File: src/rtl/blep_pkg.sv
// Shared types, constants and helpers for the nibble-to-block memory packer.
// Also provides the word parity helper used when BLEP_PACKER_PARITY_EN is defined.
package blep_pkg;

  localparam int unsigned K_NIB_W     = 4;
  localparam int unsigned K_PAR_MAX_W = 1024;

  typedef enum logic {
    FILL = 1'b0,
    HOLD = 1'b1
  } blep_pack_state_t;

  // Even parity of one word; callers zero-extend to K_PAR_MAX_W, which leaves the XOR unchanged.
  function automatic logic word_parity(input logic [K_PAR_MAX_W-1:0] w);
    return ^w;
  endfunction

endpackage

File: src/rtl/blep_mem_packer.sv
// Packs 4-bit nibbles LSB-first into a K_DEPTH x K_DWIDTH block and holds it until the consumer takes it.
// Optional per-word parity output is enabled by defining BLEP_PACKER_PARITY_EN.
module blep_mem_packer
  import blep_pkg::*;
#(
  parameter int unsigned K_DWIDTH = 16,
  parameter int unsigned K_DEPTH  = 4
) (
  input  logic                                      i_clk,
  input  logic                                      i_rst,
  input  logic [K_NIB_W-1:0]                        i_data,
  input  logic                                      i_data_valid,
  output logic                                      o_data_ready,
  input  logic                                      i_flush,
  output logic [K_DEPTH-1:0][K_DWIDTH-1:0]          o_mem,
  output logic                                      o_mem_valid,
  input  logic                                      i_mem_ready,
`ifdef BLEP_PACKER_PARITY_EN
  output logic [K_DEPTH-1:0]                        o_mem_parity,
`endif
  output logic [$clog2(K_DEPTH*K_DWIDTH/4+1)-1:0]   o_count
);

  localparam int unsigned NPW   = K_DWIDTH / K_NIB_W;
  localparam int unsigned TOTAL = K_DEPTH * NPW;
  localparam int unsigned CNT_W = $clog2(TOTAL + 1);
  localparam int unsigned WI_W  = $clog2(K_DEPTH);
  localparam int unsigned BO_W  = $clog2(K_DWIDTH);

  blep_pack_state_t                  state_q, state_d;
  logic [K_DEPTH-1:0][K_DWIDTH-1:0]  mem_q, mem_d;
  logic [CNT_W-1:0]                  cnt_q, cnt_d;
  logic                              ready_q, ready_d;
  logic                              valid_q, valid_d;
  logic [WI_W-1:0]                   word_idx;
  logic [BO_W-1:0]                   bit_off;
  logic                              accept;

  assign accept   = i_data_valid & ready_q;
  assign word_idx = WI_W'(cnt_q / CNT_W'(NPW));
  assign bit_off  = BO_W'(K_NIB_W * (cnt_q % CNT_W'(NPW)));

  // Next-state, block write and handoff
  always_comb begin
    state_d = state_q;
    mem_d   = mem_q;
    cnt_d   = cnt_q;
    unique case (state_q)
      FILL: begin
        if (accept) begin
          mem_d[word_idx][bit_off +: K_NIB_W] = i_data;
          cnt_d = cnt_q + CNT_W'(1);
          if (cnt_q == CNT_W'(TOTAL - 1) || i_flush) begin
            state_d = HOLD;
          end
        end else if (i_flush && cnt_q != '0) begin
          state_d = HOLD;
        end
      end
      HOLD: begin
        if (i_mem_ready) begin
          state_d = FILL;
          mem_d   = '0;
          cnt_d   = '0;
        end
      end
      default: state_d = FILL;
    endcase
    ready_d = (state_d == FILL);
    valid_d = (state_d == HOLD);
  end

  always_ff @(posedge i_clk or posedge i_rst) begin
    if (i_rst) begin
      state_q <= FILL;
      mem_q   <= '0;
      cnt_q   <= '0;
      ready_q <= 1'b0;
      valid_q <= 1'b0;
    end else begin
      state_q <= state_d;
      mem_q   <= mem_d;
      cnt_q   <= cnt_d;
      ready_q <= ready_d;
      valid_q <= valid_d;
    end
  end

  assign o_mem        = mem_q;
  assign o_count      = cnt_q;
  assign o_data_ready = ready_q;
  assign o_mem_valid  = valid_q;

`ifdef BLEP_PACKER_PARITY_EN
  logic [K_DEPTH-1:0] par_q, par_d;

  // Parity tracks the next block contents so it lines up with o_mem
  always_comb begin
    par_d = '0;
    for (int unsigned k = 0; k < K_DEPTH; k++) begin
      par_d[k] = word_parity(K_PAR_MAX_W'(mem_d[k]));
    end
  end

  always_ff @(posedge i_clk or posedge i_rst) begin
    if (i_rst) begin
      par_q <= '0;
    end else begin
      par_q <= par_d;
    end
  end

  assign o_mem_parity = par_q;
`endif

endmodule

File: config.mk
export PLATFORM = sky130hd
export DESIGN_NAME = blep_mem_packer
export DESIGN_NICKNAME = d
export VERILOG_FILES = /design/src/rtl/blep_pkg.sv /design/src/rtl/blep_mem_packer.sv
export SDC_FILE = /design/constraint.sdc
export NUM_CORES = 1
export LEC_CHECK = 0
export BUFFER_PORTS_ARGS = -buffer_cell sky130_fd_sc_hd__buf_4
export CAP_MARGIN = 20
export CORE_MARGIN = 5
export CORE_UTILIZATION = 30
export CTS_CLUSTER_DIAMETER = 50
export CTS_CLUSTER_SIZE = 12
export DETAILED_ROUTE_END_ITERATION = 10
export HOLD_SLACK_MARGIN = 0.1
export PLACE_DENSITY_LB_ADDON = 0.05
export SYNTH_ARGS = -nofsm -noshare
export SYNTH_HDL_FRONTEND = slang
export SYNTH_SLANG_ARGS = --single-unit
File: constraint.sdc
create_clock -name i_clk -period 4.2 [get_ports i_clk]
set_input_delay 0.63 -clock i_clk [delete_from_list [all_inputs] [get_ports i_clk]]
set_output_delay 0.63 -clock i_clk [all_outputs]
set_load 0.01 [all_outputs]
==> qor.csv, run 1 <==
stage,metric,value,unit
outcome,status,finished clean,
clock_network,Worst-Skew Late Latency,0.34,ns
critical_path,"Max FO, Critical Path",13,
layout,ant diodes,0,
sta,skew final,0.0113,ns
clock_network,Setup Buffers After CTS,0,
place,GPL Wtd Cong,0.805,
synthesis,Ys Warns,0,
die,die outline area,13000,sq um
power,IR Drop Worst-Case VDD,218,uV
route,DR WL/cell,17.7,um
route,drc violations,0,
global_route,largest net degree at the start of global routing,44,
critical_path,slowest stage cell on the critical path,dfrtp_1,
synthesis,Synth Net Count,298,
synthesis,"top cells by area, synth","dfrtp_1 55%, mux2i_1 14%, nand2_1 7.5%, a32o_1 2.8%, ha_1 2.3%",
power,Psw,0.000689,W
worst_hold_path,path type of the worst min-delay path,in -> async,
critical_path,"Critical Path, Cell by Cell",inv_1 -> ha_1 -> nor4b_4 -> and2_1 -> a32o_1,
die,I/O pin cnt,80,
clock_network,clk buf depth,2,
sta,Worst Max-Slew Pin Slew,0.914,ns
power,Seq pwr share,38.7,%
clock_network,"Clk pin slew, worst setup/hold paths",0.08,ns
synthesis,Mapped Cells,283,
global_route,grt total ovfl,0,
route,Detailed Routing Iterations Pass 1,5,
synthesis,Synth cell types,37,
sta,Max Freq,426,MHz
global_route,Global Route Usage Sum,14.1,%
critical_path,crit end category,flip-flop,
critical_path,"CP delay by family, top",simple AND/OR/NAND/NOR gates,
synthesis,Post-Syn Area,3230,sq um
clock_network,CTS buffer count,9,
synthesis,sequential share of the synthesized area,54.9,%
layout,Total Nets Final,376,
die,die width,114,um
clock_network,Clock Sinks,71,
die,Die Ht,114,um
die,FP Rows,38,
sta,setup violators final,0,
power,Int Pwr,0.00141,W
route,DR vias/cell,4.81,
die,Starting Density,30.2,%
power,Sw Share,32.8,%
clock_network,htree depth,3,
place,Detail Placement HPWL,6.20,mm
synthesis,"area leader, netlist",dfrtp_1,
critical_path,CP Class,reg -> reg,
critical_path,Max stage delay on crit path,0.65,ns
route,Total Wirelength,8.95,mm
sta,WHS,0.161,ns
layout,Area Growth Syn to Fin,30.4,%
sta,Final min period,2.35,ns
sta,max_slew headroom,38.9,%
place,IO Port Bufs,79,
global_route,initial antenna violation count,0,
global_route,vias in the first global route,2501,
synthesis,Synth Register Bits,71,
layout,layout cells sized above 1,29.5,%
power,power density over the cells,498,nW/um^2
die,CORE AREA,10700,sq um
sta,crit share post-route,55.9,%
layout,final std cells w/o fill,506,
power,clock share of power,35.3,%
sta,setup TNS,0,ns
critical_path,startpoint type of the worst setup path,flip-flop,
critical_path,CP Buf/Inv Count,1,
route,post-route ant nets,0,
sta,"Slew Viols, Final",0,
sta,final hold viol count,0,
clock_network,hold_buf cts,0,
clock_network,Post-CTS Resized,0,
synthesis,share of Yosys cell area claimed by the top area cell type,54.9,%
clock_network,CTS tree,done,
power,static leakage,2.17,nW
layout,fin util,39.4,%
critical_path,"setup slack, reg-to-reg",1.85,ns
critical_path,data required time at the worst endpoint,4.48,ns
clock_network,Root Buffer,clkbuf_8,
sta,RSZ-0062 raised after global routing,false,
global_route,first-pass GRT wire length,14.1,mm
layout,# fillers,1108,
critical_path,crit path DAT,2.63,ns
route,Iter 0 DRT Violations,90,
route,via count,2436,
place,DP Cell Count,489,
power,combinational power share,26.0,%
synthesis,"Avg Cell Area, Syn",11.4,sq um
flow_run,Max-Cap Viols,0,
-- sequential cells by signal, indices dropped and copies added (netlist names) --
name          flops
o_mem_valid       1
o_data_ready      1
o_mem            64
o_count           5
-- path summary, 6_finish.rpt --
path                                         from  cells after the start                     to
setup / recovery           o_count[0]$_DFFE_PP0P_                      5  o_mem[58]$_DFFE_PP0P_
hold / removal                              i_rst                      2  o_mem[21]$_DFFE_PP0P_
setup reg to reg           o_count[0]$_DFFE_PP0P_                      5  o_mem[58]$_DFFE_PP0P_
hold reg to reg              o_mem[0]$_DFFE_PP0P_                      1   o_mem[0]$_DFFE_PP0P_
max in group asynchronous                   i_rst                      3  o_mem[56]$_DFFE_PP0P_
min in group i_clk           o_mem[0]$_DFFE_PP0P_                      1   o_mem[0]$_DFFE_PP0P_
-- power by group through the flow --
stage	clock network (W)	registers, W	logic, W
3_3_place_gp	0	0.000829	0.000551
5_1_grt	0.000794	0.000825	0.000604
3_5_place_dp	0	0.000825	0.000554
2_1_floorplan	0	0.000815	0.000361
4_1_cts	0.000768	0.000813	0.000557
6_report	0.000741	0.000814	0.000546
-- area by class of cell --
class	instances	area (sq um)	area share (%)
multi-input combinational	188	1330	31.6
clock buffer	11	141	3.35
tap	140	175	4.15
sequential	71	1780	42.1
timing repair buffer	82	628	14.9
clock inverter	5	129	3.06
inverter	9	33.8	0.801
-- placed cells by master, fill, tap and decap left out, drive strengths merged, types with 2 or more instances in the layout --
master,Yosys,routed
a21oi,5,5
a2bb2o,2,2
a32o,9,9
and2,5,5
and3,3,3
and3b,3,3
buf,9,82
bufinv,0,4
clkbuf,6,11
dfrtp,71,71
ha,6,6
inv,9,9
mux2i,46,46
nand2,65,65
nand3,12,12
nand4,3,3
nor2,2,2
nor2b,2,2
nor3b,2,2
nor4b,2,2
o21ai,4,4
o22ai,5,5
o2bb2ai,5,5
-- logic make-up after synthesis --
family                   synth area share [%]
AO/OA/AOI/OAI                            8.01
adder cells (fa/ha/maj)                  2.32
buffers and inverters                    3.83
flip-flops                               54.9
multiplexers                             14.2
AND/OR/NAND/NOR                          16.7
-- worst register-to-register path: cells and delay by family, from the launching register on --
family,cells,cell delay (ns)
AO/OA/AOI/OAI,1,0.23
flip-flops,1,0.65
adder cells (fa/ha/maj),1,0.46
AND/OR/NAND/NOR,2,0.78
buffers and inverters,1,0.17
-- metal layers --
layer  part of all wire [%]  global-route usage, %  vias to the layer above
li1                       -                      -                     1149
met5                      0                      0                        -
met4                   0.74                   3.09                        0
met3                    5.1                   3.82                        5
met1                     47                   19.7                     1220
met2                     47                   22.1                       62
-- Yosys cell counts --
master	number
dfrtp_1	71
nand2_1	65
mux2i_1	46
a32o_1	9
inv_1	9
nand3_1	7
ha_1	6
and2_1	5
nand3_2	5
o22ai_1	5
o2bb2ai_1	5
a21oi_1	4
buf_2	4
clkbuf_1	4
o21ai_0	4
and3b_1	3
buf_6	3
nand4_1	3
a2bb2o_1	2
and3_1	2
clkbuf_2	2
nor2_1	2
nor2b_1	2
nor3b_1	2
a21oi_2	1
a31o_2	1
and3_4	1
and4b_1	1
buf_1	1
buf_4	1
nand3b_1	1
nand4b_1	1
nor4b_2	1
nor4b_4	1
o22a_1	1
o31ai_1	1
or4b_1	1
-- metrics by stage --
stage	area (sq um)	power, W	worst slack (ns)
2_1_floorplan	3230	0.00118	1.77
3_3_place_gp	3930	0.00138	1.89
3_5_place_dp	3930	0.00138	1.88
4_1_cts	4200	0.00214	1.86
5_1_grt	4220	0.00222	1.68
6_report	4220	0.00210	1.85
No activity file was read; power rests on OpenSTA's default activity.
==> run 2: changes to the inputs <==
Clock period 4.2 ns to 2.37 ns, I/O delays scaled along.
==> run 2 against run 1 <==
Compared with the run above:
- total power grew 60%
- sequential cell count did not move
- cell count is 0.59% higher
- highest routed layer unchanged
==> qor.csv, run 2 (synthesized netlist as in run 1, its figures left out) <==
stage,metric,value,unit,change
critical_path,crit path DAT,2.33,ns,-0.30 ns
sta,RSZ-0062 raised after global routing,false,,
route,post-route ant nets,0,,unchanged
power,Pwr Total,0.00336,W,+60%
layout,layout cells sized above 1,30.4,%,+0.84 points
critical_path,"Critical Path, Cell by Cell",inv_1 -> ha_1 -> nor4b_4 -> and2_1 -> a32o_1,,
critical_path,startpoint type of the worst setup path,flip-flop,,
place,IO Port Bufs,79,,unchanged
route,Detailed Routing Iterations Pass 1,4,,-1
critical_path,Max stage delay on crit path,0.43,ns,-0.22 ns
sta,final hold viol count,0,,unchanged
layout,most frequent cells in the layout,"84 x buf_4, 71 x dfrtp_1, 65 x nand2_1",,
clock_network,clk buf depth,2,,unchanged
global_route,Global Route Usage Sum,14.1,%,-0.024 points
layout,Area Growth Syn to Fin,28.4,%,
critical_path,CP Buf/Inv Count,1,,unchanged
die,CORE AREA,10700,sq um,unchanged
sta,WHS,0.0927,ns,-0.0681 ns
layout,ant diodes,0,,unchanged
layout,Total Nets Final,379,,+0.80%
route,metal3 WL,476,um,+4.2%
sta,Final min period,2.04,ns,-0.304 ns
route,metal2 WL,3.98,mm,-6.0%
clock_network,Worst-Skew Late Latency,0.35,ns,about the same
clock_network,Post-CTS Resized,0,,unchanged
sta,max_slew headroom,63.1,%,+24 points
critical_path,slowest stage cell on the critical path,ha_1,,
clock_network,hold_buf cts,0,,unchanged
sta,Max Freq,489,MHz,+15%
layout,# fillers,1083,,-2.3%
global_route,initial antenna violation count,0,,unchanged
die,FP Rows,38,,unchanged
sta,skew final,0.00983,ns,-0.00149 ns
worst_hold_path,path type of the worst min-delay path,in -> async,,
place,pre-CTS setup slack,0.353,ns,-1.53 ns
flow_run,Max-Cap Viols,0,,unchanged
clock_network,"Clk pin slew, worst setup/hold paths",0.08,ns,about the same
clock_network,htree depth,3,,unchanged
sta,setup violators final,0,,unchanged
global_route,largest net degree at the start of global routing,72,,+64%
power,IR Drop Worst-Case VDD,490,uV,+120%
layout,"most common cell after layout, fill and taps aside",buf_4,,
die,Starting Density,30.2,%,unchanged
layout,max FFs per register,64,,unchanged
power,static leakage,2.14,nW,-1.4%
sta,"Slew Viols, Final",0,,unchanged
critical_path,CP Class,reg -> reg,,
global_route,first-pass GRT wire length,14.1,mm,-0.35%
sta,Worst Max-Slew Pin Slew,0.548,ns,-0.366 ns
clock_network,Clock Sinks,71,,unchanged
route,Iter 0 DRT Violations,73,,-19%
clock_network,Root Buffer,clkbuf_8,,
place,DP Cell Count,493,,+0.82%
die,I/O pin cnt,80,,unchanged
die,die outline area,13000,sq um,unchanged
place,GPL Wtd Cong,0.736,,-8.6%
layout,final std cells w/o fill,509,,+0.59%
route,Total Wirelength,8.84,mm,-1.3%
route,drc violations,0,,unchanged
route,DR vias/cell,4.78,,-0.75%
outcome,status,finished clean,,
route,Top Layer Used,met4,,
critical_path,crit end category,flip-flop,,
route,DR WL/cell,17.4,um,-1.9%
die,Die Ht,114,um,unchanged
place,Detail Placement HPWL,6.05,mm,-2.4%
global_route,vias in the first global route,2511,,+0.40%
route,wire length on met1,4.28,mm,+2.1%
clock_network,CTS buffer count,9,,unchanged
route,via count,2432,,-0.16%
power,power density over the cells,808,nW/um^2,+62%
die,die width,114,um,unchanged
sta,crit share post-route,86.3,%,+30 points
critical_path,"Max FO, Critical Path",9,,-4
clock_network,Setup Buffers After CTS,0,,unchanged
clock_network,CTS tree,done,,
critical_path,data required time at the worst endpoint,2.65,ns,-1.83 ns
global_route,grt total ovfl,0,,unchanged
critical_path,"CP delay by family, top",simple AND/OR/NAND/NOR gates,,
sta,worst setup margin,0.325,ns,-1.53 ns
sta,setup TNS,0,ns,unchanged
## run 2: cell count changes in the layout (fill, tap and decap cells not counted)
| cell | before | now |
|---|---|---|
| clkbuf_8 | 10 | 11 |
| bufinv_16 | 4 | 0 |
| clkinvlp_4 | 0 | 3 |
| clkbuf_1 | 1 | 0 |
| clkinv_2 | 0 | 2 |
| buf_4 | 81 | 84 |
| clkinv_4 | 1 | 0 |
## run 2: path summary, 6_finish.rpt
kind                                         from                     to  slack, ns  depth (start not counted)
max reg2reg                o_count[1]$_DFFE_PP0P_  o_mem[42]$_DFFE_PP0P_       0.33                          5
min reg2reg                  o_mem[3]$_DFFE_PP0P_   o_mem[3]$_DFFE_PP0P_       0.50                          1
max in group asynchronous                   i_rst  o_mem[41]$_DFFE_PP0P_       1.97                          3
max                        o_count[1]$_DFFE_PP0P_  o_mem[42]$_DFFE_PP0P_       0.33                          5
min in group i_clk                    i_mem_ready  o_mem_valid$_DFF_PP0_       0.22                          2
min                                         i_rst   o_mem[4]$_DFFE_PP0P_       0.09                          3
## run 2: layout make-up
type	instances	area, sq um	share of cell area (%)
Clock buffer	11	151	3.64
Clock inverter	5	32.5	0.783
Inverter	9	33.8	0.813
Multi-Input combinational cell	188	1330	32.1
Sequential cell	71	1780	42.8
Tap cell	140	175	4.22
Timing Repair Buffer	85	651	15.7
## run 2: power breakdown
| group | leakage, nW | switching, W | internal, W |
|---|---|---|---|
| clock | 0.0873 | 0.000474 | 0.000433 |
| sequential | 0.983 | 0.000104 | 0.00130 |
| combinational | 1.07 | 0.000650 | 0.000392 |
## run 2: layer usage
layer | up-vias | GRT usage [%]
met5 | - | 0
met4 | 0 | 4.51
met3 | 9 | 3.45
met2 | 63 | 20.7
met1 | 1201 | 20.5
li1 | 1159 | -
## run 2: per-stage QoR
step	utilization, %	cell area (sq um)
after floorplan	-	3230
after global placement	37.1	3970
after detailed placement	37.1	3970
after CTS	38.8	4150
after global routing	38.8	4150
final	38.8	4150
## run 2: worst min-delay path, stage by stage
cell and delay, ns:
buf_4 0.11, inv_2 0.06, buf_12 0.33
==> run 3: changes to the inputs <==
--- a/config.mk
+++ b/config.mk
@@ -7,6 +7,5 @@
 export LEC_CHECK = 0
 export BUFFER_PORTS_ARGS = -buffer_cell sky130_fd_sc_hd__buf_4
-export CAP_MARGIN = 20
-export CORE_MARGIN = 5
+export CAP_MARGIN = 30
 export CORE_UTILIZATION = 30
 export CTS_CLUSTER_DIAMETER = 50
==> constraint.sdc (replaced) <==
create_clock -name i_clk -period 2.37 [get_ports i_clk]
set_input_delay 0.1185 -clock i_clk [delete_from_list [all_inputs] [get_ports i_clk]]
set_output_delay 0.1185 -clock i_clk [all_outputs]
set_load 0.01 [all_outputs]
==> run 3 against run 2 <==
Compared with the run above:
- non-clock buffer count rose by 8
- largest cell class unchanged
- total power grew 5.2%
- sequential share of layout area down 0.97 points
- fmax shrank 9.8%
==> qor.csv, run 3 (synthesized netlist as in run 1, its figures left out) <==
stage,metric,value,unit,change
layout,ant diodes,0,,unchanged
clock_network,Root Buffer,clkbuf_8,,
layout,Total Nets Final,387,,+2.1%
layout,fin area,4250,sq um,+2.3%
die,Die Ht,106,um,-7.0%
layout,most frequent cells in the layout,"85 x buf_4, 71 x dfrtp_1, 65 x nand2_1",,
critical_path,crit path DAT,2.50,ns,+0.17 ns
clock_network,Worst-Skew Late Latency,0.35,ns,about the same
global_route,largest net degree at the start of global routing,49,,-32%
layout,Area Growth Syn to Fin,31.4,%,
layout,final std cells w/o fill,513,,+0.79%
layout,"most common cell after layout, fill and taps aside",buf_4,,
clock_network,Clock Sinks,71,,unchanged
clock_network,htree depth,3,,unchanged
place,DP Cell Count,490,,-0.61%
layout,layout cells sized above 1,29.4,%,-0.91 points
die,CORE AREA,10400,sq um,-3.1%
die,Starting Density,31.2,%,+0.96 points
sta,setup violators final,0,,unchanged
power,IR Drop Worst-Case VDD,540,uV,+10%
sta,max_slew headroom,58.9,%,-4.2 points
route,Total Wirelength,8.74,mm,-1.1%
sta,Final min period,2.27,ns,+0.222 ns
route,via count,2430,,-0.082%
critical_path,data required time at the worst endpoint,2.60,ns,-0.05 ns
critical_path,slowest stage cell on the critical path,dlygate4sd3_1,,
sta,Worst Max-Slew Pin Slew,0.614,ns,+0.0664 ns
power,Psw,0.00122,W,-0.41%
critical_path,most numerous cell on the critical path,ha_1,,
layout,# fillers,1062,,-1.9%
power,combinational power share,30.4,%,-0.6 points
critical_path,CP Buf/Inv Count,2,,+1
sta,skew final,0.0100,ns,+0.000185 ns
global_route,first-pass GRT wire length,14.0,mm,-0.44%
route,Detailed Routing Iterations Pass 1,4,,unchanged
place,DP Area,3970,sq um,about the same
power,power density over the cells,831,nW/um^2,+2.8%
outcome,status,finished clean,,
die,die outline area,11200,sq um,-14%
critical_path,"Critical Path, Cell by Cell",buf_4 -> ha_1 -> and3_1 -> ha_1 -> o21ai_0 -> o22ai_1 -> dlygate4sd3_1,,
power,Int Pwr,0.00231,W,+8.5%
layout,max FFs per register,64,,unchanged
route,DR vias/cell,4.74,,-0.86%
sta,setup TNS,0,ns,unchanged
power,Seq pwr share,39.6,%,-2.3 points
power,clock share of power,30.0,%,+3.0 points
die,die width,106,um,-7.0%
sta,RSZ-0062 raised after global routing,false,,
clock_network,CTS tree,done,,
critical_path,"Max FO, Critical Path",12,,+3
critical_path,crit end category,flip-flop,,
global_route,grt total ovfl,0,,unchanged
clock_network,clk buf depth,2,,unchanged
route,Iter 0 DRT Violations,119,,+63%
critical_path,CP Class,reg -> reg,,
flow_run,Max-Cap Viols,0,,unchanged
power,Pwr Total,0.00353,W,+5.2%
global_route,Global Route Usage Sum,16.8,%,+2.7 points
sta,Max Freq,441,MHz,-9.8%
critical_path,Max stage delay on crit path,0.56,ns,+0.13 ns
route,post-route ant nets,0,,unchanged
global_route,initial antenna violation count,0,,unchanged
die,I/O pin cnt,80,,unchanged
place,GPL Wtd Cong,0.730,,-0.76%
die,FP Rows,37,,-2.6%
power,static leakage,2.19,nW,+2.4%
global_route,vias in the first global route,2483,,-1.1%
clock_network,"Clk pin slew, worst setup/hold paths",0.07,ns,about the same
sta,final hold viol count,0,,unchanged
clock_network,CTS buffer count,9,,unchanged
place,Detail Placement HPWL,5.91,mm,-2.3%
critical_path,startpoint type of the worst setup path,flip-flop,,
place,IO Port Bufs,79,,unchanged
route,DR WL/cell,17.0,um,-1.8%
layout,fin util,41.0,%,+2.2 points
route,drc violations,0,,unchanged
sta,crit share post-route,95.6,%,+9.4 points
sta,"Slew Viols, Final",0,,unchanged
power,Sw Share,34.6,%,-2.0 points
worst_hold_path,path type of the worst min-delay path,in -> reg,,
critical_path,"CP delay by family, top",buffers and inverters,,
-- run 3: cell types whose count changed in the layout (fill, tap and decap cells not counted) --
cell / previous run / this run
bufinv_16: 0 / 2
clkbuf_1: 0 / 3
ha_1: 6 / 5
clkinvlp_4: 3 / 0
clkbuf_8: 11 / 9
buf_4: 84 / 85
dlygate4sd3_1: 0 / 7
ha_2: 0 / 1
-- run 3: worst reg2reg max path: cells and delay by family, from the launching register on --
family,cells,cell delay [ns]
compound gates,2,0.32
flops,1,0.38
simple gates,1,0.23
fa+ha+maj,2,0.49
buf+inv,2,0.74
-- run 3: area by class of cell --
cell class | count | area (sq um) | area share (%)
Sequential cell | 71 | 1780 | 41.8
Multi-Input combinational cell | 188 | 1340 | 31.4
Timing Repair Buffer | 93 | 728 | 17.1
Tap cell | 136 | 170 | 4.00
Clock buffer | 12 | 135 | 3.18
Clock inverter | 4 | 70.1 | 1.65
Inverter | 9 | 33.8 | 0.795
-- run 3: path summary, 6_finish.rpt --
kind | start | slack (ns) | end | cells past startpoint
min reg2reg | o_mem[2]$_DFFE_PP0P_ | 0.50 | o_mem[2]$_DFFE_PP0P_ | 1
min in group asynchronous | i_rst | 0.38 | o_mem[21]$_DFFE_PP0P_ | 3
max reg2reg | o_count[0]$_DFFE_PP0P_ | 0.10 | o_mem_valid$_DFF_PP0_ | 7
max | o_count[0]$_DFFE_PP0P_ | 0.10 | o_mem_valid$_DFF_PP0_ | 7
max in group asynchronous | i_rst | 1.33 | o_count[1]$_DFFE_PP0P_ | 4
min | i_flush | 0.12 | o_data_ready$_DFF_PP0_ | 3
-- run 3: power by group through the flow --
stage	Combinational, W	Clock [W]	Sequential, W
finish	0.00107	0.00106	0.00140
global route	0.00119	0.00114	0.00141
CTS	0.00109	0.00108	0.00140
detailed placement	0.00106	0	0.00142
global placement	0.00107	0	0.00142
floorplan	0.000639	0	0.00144
-- run 3: repair_timing --
item | CTS | global route
setup buffers | 0 | 0
gates resized for setup | 0 | 1
endpoints found under the hold margin | 30 | 0
setup endpoints to repair | 0 | 1
hold buffers | 7 | 0
-- run 3: per-stage QoR --
step                setup slack [ns]  hold slack, ns
floorplan                      0.442           0.217
finish                         0.103           0.117
global route                  0.0111           0.118
global placement               0.437           0.216
detailed placement             0.356           0.220
CTS                           0.0618           0.104
-- run 3: layer usage --
metal / GRT usage, % / vias up / wire length (um)
met4: 6.85 / 0 / 141
li1: - / 1173 / -
met1: 23.8 / 1191 / 4250
met2: 25.2 / 54 / 4010
met5: 0 / - / 0
met3: 3.09 / 12 / 338
